`src/rtl/branch_stat_ctr.sv`:
```
// branch_stat_ctr: saturating branch / BTB-hit / misprediction counters that
// software reads through a 16-bit register window. Reading a *_LO register
// snapshots the whole counter, so the matching *_HI read is tear-free.
module branch_stat_ctr #(
  parameter int unsigned CNT_W     = 32,
  parameter logic [15:0] BASE_ADDR = 16'hC010
) (
  input  logic        clk,
  input  logic        rst_n,
  input  logic        inc_br_cnt,
  input  logic        inc_hit_cnt,
  input  logic        inc_mispr_cnt,
  input  logic [15:0] addr,
  input  logic        re,
  input  logic        we,
  input  logic [15:0] wdata,
  output logic [15:0] rdata,
  output logic        rd_vld
);

  localparam logic [CNT_W-1:0] CNT_MAX = '1;
  localparam int unsigned      HI_W    = CNT_W - 16;

  localparam logic [3:0] OFF_CTRL     = 4'd0;
  localparam logic [3:0] OFF_STATUS   = 4'd1;
  localparam logic [3:0] OFF_BR_LO    = 4'd2;
  localparam logic [3:0] OFF_BR_HI    = 4'd3;
  localparam logic [3:0] OFF_HIT_LO   = 4'd4;
  localparam logic [3:0] OFF_HIT_HI   = 4'd5;
  localparam logic [3:0] OFF_MISPR_LO = 4'd6;
  localparam logic [3:0] OFF_MISPR_HI = 4'd7;

  logic [CNT_W-1:0] br_cnt, hit_cnt, mispr_cnt;
  // Only the upper part of a snapshot is ever read back (the low half is
  // returned live by the *_LO read that takes the snapshot), so only it is kept.
  logic [HI_W-1:0]  br_shd, hit_shd, mispr_shd;
  logic             en;
  logic [2:0]       status;

  logic        sel;
  logic [3:0]  off;
  logic        wr_acc;
  logic        rd_acc;
  logic        clr;
  logic [2:0]  sat_set;
  logic [2:0]  w1c;
  logic [15:0] rd_mux;
  logic        unused_wdata;

  assign sel    = (addr[15:4] == BASE_ADDR[15:4]);
  assign off    = addr[3:0];
  assign wr_acc = sel && we;
  assign rd_acc = sel && re && !we;
  assign clr    = wr_acc && (off == OFF_CTRL) && wdata[1];
  assign w1c    = (wr_acc && (off == OFF_STATUS)) ? wdata[2:0] : 3'b000;

  assign unused_wdata = ^wdata[15:3];

  // Next counter value: clear wins, otherwise increment unless saturated.
  function automatic logic [CNT_W-1:0] cnt_next(input logic [CNT_W-1:0] cur,
                                                input logic             inc);
    logic [CNT_W-1:0] nxt;
    nxt = cur;
    if (clr)
      nxt = '0;
    else if (inc && en && (cur != CNT_MAX))
      nxt = cur + 1'b1;
    return nxt;
  endfunction

  // Zero-extend the upper counter part to 16 bits.
  function automatic logic [15:0] hi16(input logic [HI_W-1:0] s);
    logic [15:0] h;
    h = '0;
    h[HI_W-1:0] = s;
    return h;
  endfunction

  // Saturation events: an enabled increment arriving while already all-ones.
  always_comb begin
    sat_set    = '0;
    sat_set[0] = !clr && inc_br_cnt    && en && (br_cnt    == CNT_MAX);
    sat_set[1] = !clr && inc_hit_cnt   && en && (hit_cnt   == CNT_MAX);
    sat_set[2] = !clr && inc_mispr_cnt && en && (mispr_cnt == CNT_MAX);
  end

  // Live counters.
  always_ff @(posedge clk or negedge rst_n) begin
    if (!rst_n) begin
      br_cnt    <= '0;
      hit_cnt   <= '0;
      mispr_cnt <= '0;
    end else begin
      br_cnt    <= cnt_next(br_cnt,    inc_br_cnt);
      hit_cnt   <= cnt_next(hit_cnt,   inc_hit_cnt);
      mispr_cnt <= cnt_next(mispr_cnt, inc_mispr_cnt);
    end
  end

  // Snapshots: taken on a *_LO read from the pre-increment counter value.
  always_ff @(posedge clk or negedge rst_n) begin
    if (!rst_n) begin
      br_shd    <= '0;
      hit_shd   <= '0;
      mispr_shd <= '0;
    end else if (clr) begin
      br_shd    <= '0;
      hit_shd   <= '0;
      mispr_shd <= '0;
    end else if (rd_acc) begin
      if (off == OFF_BR_LO)    br_shd    <= br_cnt[CNT_W-1:16];
      if (off == OFF_HIT_LO)   hit_shd   <= hit_cnt[CNT_W-1:16];
      if (off == OFF_MISPR_LO) mispr_shd <= mispr_cnt[CNT_W-1:16];
    end
  end

  // Control and sticky status; a new saturation beats a same-cycle w1c.
  always_ff @(posedge clk or negedge rst_n) begin
    if (!rst_n) begin
      en     <= 1'b1;
      status <= '0;
    end else begin
      if (wr_acc && (off == OFF_CTRL))
        en <= wdata[0];
      status <= (status & ~w1c) | sat_set;
    end
  end

  // Read data selection.
  always_comb begin
    rd_mux = '0;
    case (off)
      OFF_CTRL:     rd_mux = {15'd0, en};
      OFF_STATUS:   rd_mux = {13'd0, status};
      OFF_BR_LO:    rd_mux = br_cnt[15:0];
      OFF_BR_HI:    rd_mux = hi16(br_shd);
      OFF_HIT_LO:   rd_mux = hit_cnt[15:0];
      OFF_HIT_HI:   rd_mux = hi16(hit_shd);
      OFF_MISPR_LO: rd_mux = mispr_cnt[15:0];
      OFF_MISPR_HI: rd_mux = hi16(mispr_shd);
      default:      rd_mux = '0;
    endcase
  end

  // Registered read port; rdata holds between reads.
  always_ff @(posedge clk or negedge rst_n) begin
    if (!rst_n) begin
      rdata  <= '0;
      rd_vld <= 1'b0;
    end else begin
      rd_vld <= rd_acc;
      if (rd_acc)
        rdata <= rd_mux;
    end
  end

endmodule

```
`config.mk`:
```
export PLATFORM = sky130hd
export DESIGN_NAME = branch_stat_ctr
export DESIGN_NICKNAME = d
export VERILOG_FILES = /design/src/rtl/branch_stat_ctr.sv
export SDC_FILE = /design/constraint.sdc
export NUM_CORES = 1
export LEC_CHECK = 0
export BUFFER_PORTS_ARGS = -buffer_cell sky130_fd_sc_hd__buf_2
export CAP_MARGIN = 10
export CORE_ASPECT_RATIO = 1.1
export CORE_MARGIN = 2
export CORE_UTILIZATION = 35
export CTS_BUF_LIST = sky130_fd_sc_hd__clkbuf_4 sky130_fd_sc_hd__clkbuf_8 sky130_fd_sc_hd__clkbuf_16
export CTS_CLUSTER_DIAMETER = 30
export DETAILED_ROUTE_END_ITERATION = 12
export MAX_ROUTING_LAYER = met4
export SETUP_SLACK_MARGIN = 0.3
export SLEW_MARGIN = 40
export SYNTH_ARGS = -nofsm -noshare
export SYNTH_HDL_FRONTEND = slang
export SYNTH_SLANG_ARGS = --single-unit
```
`constraint.sdc`:
```
create_clock -name clk -period 2.48 [get_ports clk]
set_input_delay 0.124 -clock clk [delete_from_list [all_inputs] [get_ports clk]]
set_output_delay 0.124 -clock clk [all_outputs]
set_load 0.01 [all_outputs]
```
; Word-level counts from Yosys, hierarchy flattened
; Cells that the tools add are included.
[word_totals]
register_bits = 165
[op_classes]
addsub = 3
eq_ne = 14
n_mux = 17
n_bitwise = 3
n_reduce_logical = 34
[ops]
columns = cell, count
row1 = $mux W32, 6
row2 = $mux W16, 9
row3 = $pmux W16 S8, 1
row4 = $add A32 B1 Y32 const B, 3
row5 = $eq A32 B32 Y1 const B, 3
row6 = $ne A32 B32 Y1 const B, 3
row7 = $logic_and A1 B1 Y1, 21
row8 = $eq A4 B3 Y1 const B, 4
row9 = $reduce_bool A2 Y1, 7
row10 = $eq A12 B12 Y1 const B, 1
row11 = $eq A4 B2 Y1 const B, 2
row12 = $reduce_and A2 Y1, 3
row13 = $eq A4 B1 Y1 const B, 1
row14 = $logic_not A4 Y1, 1
row15 = $and A3 B3 Y3, 1
row16 = $mux W3, 1
row17 = $not A3 Y3, 1
row18 = $or A3 B3 Y3, 1
row19 = $logic_not A1 Y1, 2

; Longest topological paths before layout
[depth]
ltp_word = 9
depth_mapped = 8
depth_no_buf = 6

; Worst setup path before layout
; OpenSTA, ideal clock, no wires.
[synth_path]
path_type = register to register
start = reg br_cnt[0]
end = reg br_cnt[30]
setup_time_ps = 78
t_arrival_ps = 2003
slack_ps = 399
stages_incl_launch_ff = 8
path_buffers = 1
cell_sequence = dfrtp_1 ha_1 and4_1 clkbuf_1 nand3_1 or3_1 or4_1 a21oi_1
[synth_via]
elab_chain_len = 3
[synth_lines]
columns = item, line
row1 = from (decl), 33  ; logic [CNT_W-1:0] br_cnt, hit_cnt, mispr_cnt;
row2 = from (signal assigned), 94  ; br_cnt <= cnt_next(br_cnt, inc_br_cnt);
row3 = $add A32 B1 Y32 or $ne A32 B32 Y1 (tied branches), "67, 66"
row4 = $mux W32 or $logic_and A1 B1 Y1 (tied branches), 66  ; else if (inc && en && (cur != CNT_MAX))
row5 = $mux W32 or $reduce_bool A2 Y1 (tied branches), --
; Several ways; a longest one is shown, not always the timed one. The select of a mux whose other input is x is not followed.
; A chain may end at the register's enable or synchronous reset.

; Final worst setup path
[layout_path]
start = reg en
end = reg br_cnt[17]
[layout_via]
elab_chain_len = 3
[layout_lines]
columns = item, line
row1 = from (decl), 37  ; logic en;
row2 = from (signal assigned), 124  ; en <= wdata[0];
row3 = $logic_and A1 B1 Y1 (2 in series), 66
row4 = $reduce_bool A2 Y1 (no source line), --
; No other way between the ends.

==> results.py <==
metrics = {
    "run_status": {
        "outcome": "finished, final reports clean",
    },
    "logic_synthesis": {
        "ys_ff_latch": 165,
        "synth_area_mm2": 0.00886,
        "synth-async-reset-ratio_pct": 100,
        "synthesis.nets": 973,
        "synth_area_leaders": "dfrtp_1 (46%), mux2i_1 (4.7%), nor2_1 (3.7%), nand2_1 (3.6%), a22oi_1 (3.5%)",
        "synth.distinct_cells": 68,
        "synth-edff-count": 0,
        "avgSynthCellArea_um2": 9.51,
        "synth.top_cell.area_share_pct": 46.3,
        "netlist_instances": 931,
        "ys_warn_count": 0,
        "synth_area_leader_cell": "dfrtp_1",
        "synthFlopType": "dfrtp_1",
        "ys_seq_area_share_pct": 46.6,
    },
    "routing": {
        "drc": 0,
        "vias": 7591,
        "routed_wl_mm": 25.5,
        "routed_via_density": 5.72,
        "drtIter0Drc": 649,
        "wl_per_cell_um": 19.2,
        "detail-route-antenna-nets": 0,
        "drtPass1Iterations": 5,
    },
    "sta": {
        "worst_slew_pin_slew_ns": 0.728,
        "drv_slew": 0,
        "max_freq_ghz": 0.458,
        "fin_ws_ns": 0.298,
        "finalSetupViolCount": 0,
        "hold_viol": 0,
        "maxSlewHeadroom_pct": 51.5,
        "fin_crit_ns": 2.18,
        "finClkSkew_ns": 0.0105,
        "period_share_pct": 88.0,
        "setup_tns_ns": 0,
        "rsz0062_at_grt": "yes",
    },
    "flow_run": {
        "cap_violations": 0,
    },
    "finish": {
        "num-fill-cells": 2447,
        "diodes": 0,
        "fin_nets": 1042,
        "drive_above_1_share_pct": 18.1,
        "area_delta_synth_final_pct": 19.1,
    },
    "clocking": {
        "cts_made_buffers": 17,
        "clk_latency_ns": 0.43,
        "cts_tree": "done",
        "root_buffer": "clkbuf_16",
        "cts_sinks": 165,
        "htree_levels": 4,
        "clock_path_buffers": 2,
        "clk_pin_slew_ns": 0.07,
    },
    "placed_design": {
        "dp_hpwl_mm": 18.0,
        "place_congestion": 0.901,
        "pre_cts_ws_ns": 0.182,
        "portBuffers": 42,
    },
    "setup_path": {
        "crit_path_end_kind": "flip-flop",
        "criticalPathCategory": "flip-flop to flip-flop",
        "path_max_fanout": 7,
        "rr_worst_depth": 6,
        "cp.required_ns": 2.81,
        "worstPathArrival_ns": 2.51,
        "crit_path_start_kind": "flip-flop",
    },
    "grt": {
        "track_usage_pct": 20.6,
        "grt_pass1_wl_mm": 41.4,
        "first_global_vias": 7422,
        "grt_max_degree": 52,
        "grt_overflow": 0,
        "grt_antenna_before_repair": 0,
    },
    "floorplan": {
        "die_h_um": 171,
        "design.core.area_mm2": 0.0251,
        "fp.dieW_um": 156,
        "die_area_mm2": 0.0266,
        "io_pins": 56,
        "start_util_pct": 35.3,
        "rows": 61,
    },
    "power": {
        "p_leak_uw": 0.00453,
        "peakVddDrop_uv": 434,
        "pwr_density_cell_mw_per_mm2": 542,
    },
    "hold_path": {
        "hold_path_class": "primary input to flip-flop",
        "holdPathStages": 3,
    },
}
state kept, by name, indices dropped and copies added (netlist names):
name,cells
en,1
hit_cnt,32
rd_vld,1
br_shd,16
status,3
hit_shd,16
mispr_shd,16
rdata,16
br_cnt,32
mispr_cnt,32
worst max-delay path, stage by stage (launching register included):
cell and delay [ns]:
dfstp_2 0.63, buf_4 0.19, and4_1 0.26, nand2_1 0.20, a2111oi_0 0.57, xnor2_1 0.18, nor2_1 0.05
cell families after synthesis:
group | after synthesis | synth area share [%]
and+or+nand+nor | 394 | 24.0
AOI/OAI and AO/OA | 209 | 16.1
DFF | 165 | 46.6
buffers and inverters | 71 | 3.39
xor gates and xnor gates | 45 | 4.45
muxes | 44 | 5.00
adders and majority gates | 3 | 0.424
per-stage QoR:
stage          hold WS, ns  std cells  instance area, um2  total power (uW)  util (%)
6_report            0.0698       1328               10600              5720      42.0
2_1_floorplan       -0.172        931                8860              2770         -
5_1_grt             0.0788       1328               10600              5920      42.0
3_5_place_dp         0.111       1284                9710              2880      38.7
4_1_cts             0.0537       1324               10500              5770      41.7
3_3_place_gp         0.109       1284                9710              2880      38.7
cells in the mapped netlist (7+ instances only):
cell / instances
dfrtp_1: 164
nor2_1: 87
nand2_1: 84
nand3_1: 47
mux2i_1: 42
a21oi_1: 41
a22oi_1: 41
clkbuf_1: 40
xnor2_1: 32
o21ai_0: 30
nand4_1: 29
a31oi_1: 26
or3_1: 23
and4_1: 17
inv_1: 16
a21o_1: 14
o31ai_1: 13
xor2_1: 13
and3_1: 12
or4_1: 12
nor3_1: 11
nand2b_1: 10
nor2_2: 10
buf_2: 9
nor4_1: 9
a2111oi_0: 8
a211oi_1: 7
and2_1: 7
o211ai_1: 7
final timing paths:
kind | startpoint | end | slack (ns)
max reg2reg | en | br_cnt[17] | 0.30
min reg2reg | rdata[5] | rdata[5] | 0.47
max | en | br_cnt[17] | 0.30
min | inc_br_cnt | br_cnt[2] | 0.07
min in group asynchronous | rst_n | br_cnt[19] | 0.20
max in group asynchronous | rst_n | mispr_cnt[20] | 1.48
cell usage in the layout (no fill, tap or decap), drive strengths merged, types with 23 or more instances in the layout:
cell type and instances:
mux2i 42, a31oi 26, a22oi 41, or3 23
nand2 84, nor2 97, nand4 32, a21oi 41
xnor2 32, buf 101, dfrtp 164, nand3 48
o21ai 32
layer usage:
layer	vias up	GRT usage (%)	part of all wire [%]
li1	3591	-	-
met1	3785	26.9	45
met2	180	32.9	48
met3	35	3.19	4.3
met4	0	6.78	2.3
met5	-	-	0
power breakdown:
group / internal [uW] / switching, uW
Sequential: 2690 / 0.384
Combinational: 40.2 / 97.9
Clock: 1710 / 1180
what timing repair did:
| action | 4_1_cts | 5_1_grt |
|---|---|---|
| resized for setup | 7 | 14 |
| buffers inserted | 4 | 4 |
| endpoints found under the hold margin | 50 | 0 |
| pin swaps | 0 | 2 |
| gates cloned | 0 | 0 |
| hold buffers | 4 | 0 |
| endpoints found under the setup margin | 15 | 33 |
cell type report:
type | instances | area (um2) | share of cell area (%)
repair buffers | 105 | 774 | 7.34
well taps | 315 | 394 | 3.74
multi-input cells | 695 | 4550 | 43.1
clock inverters | 15 | 214 | 2.03
flip-flops and latches | 165 | 4130 | 39.2
clock buffers | 17 | 425 | 4.03
inverters | 16 | 60.1 | 0.569
No activity file was read; power rests on OpenSTA's default activity.
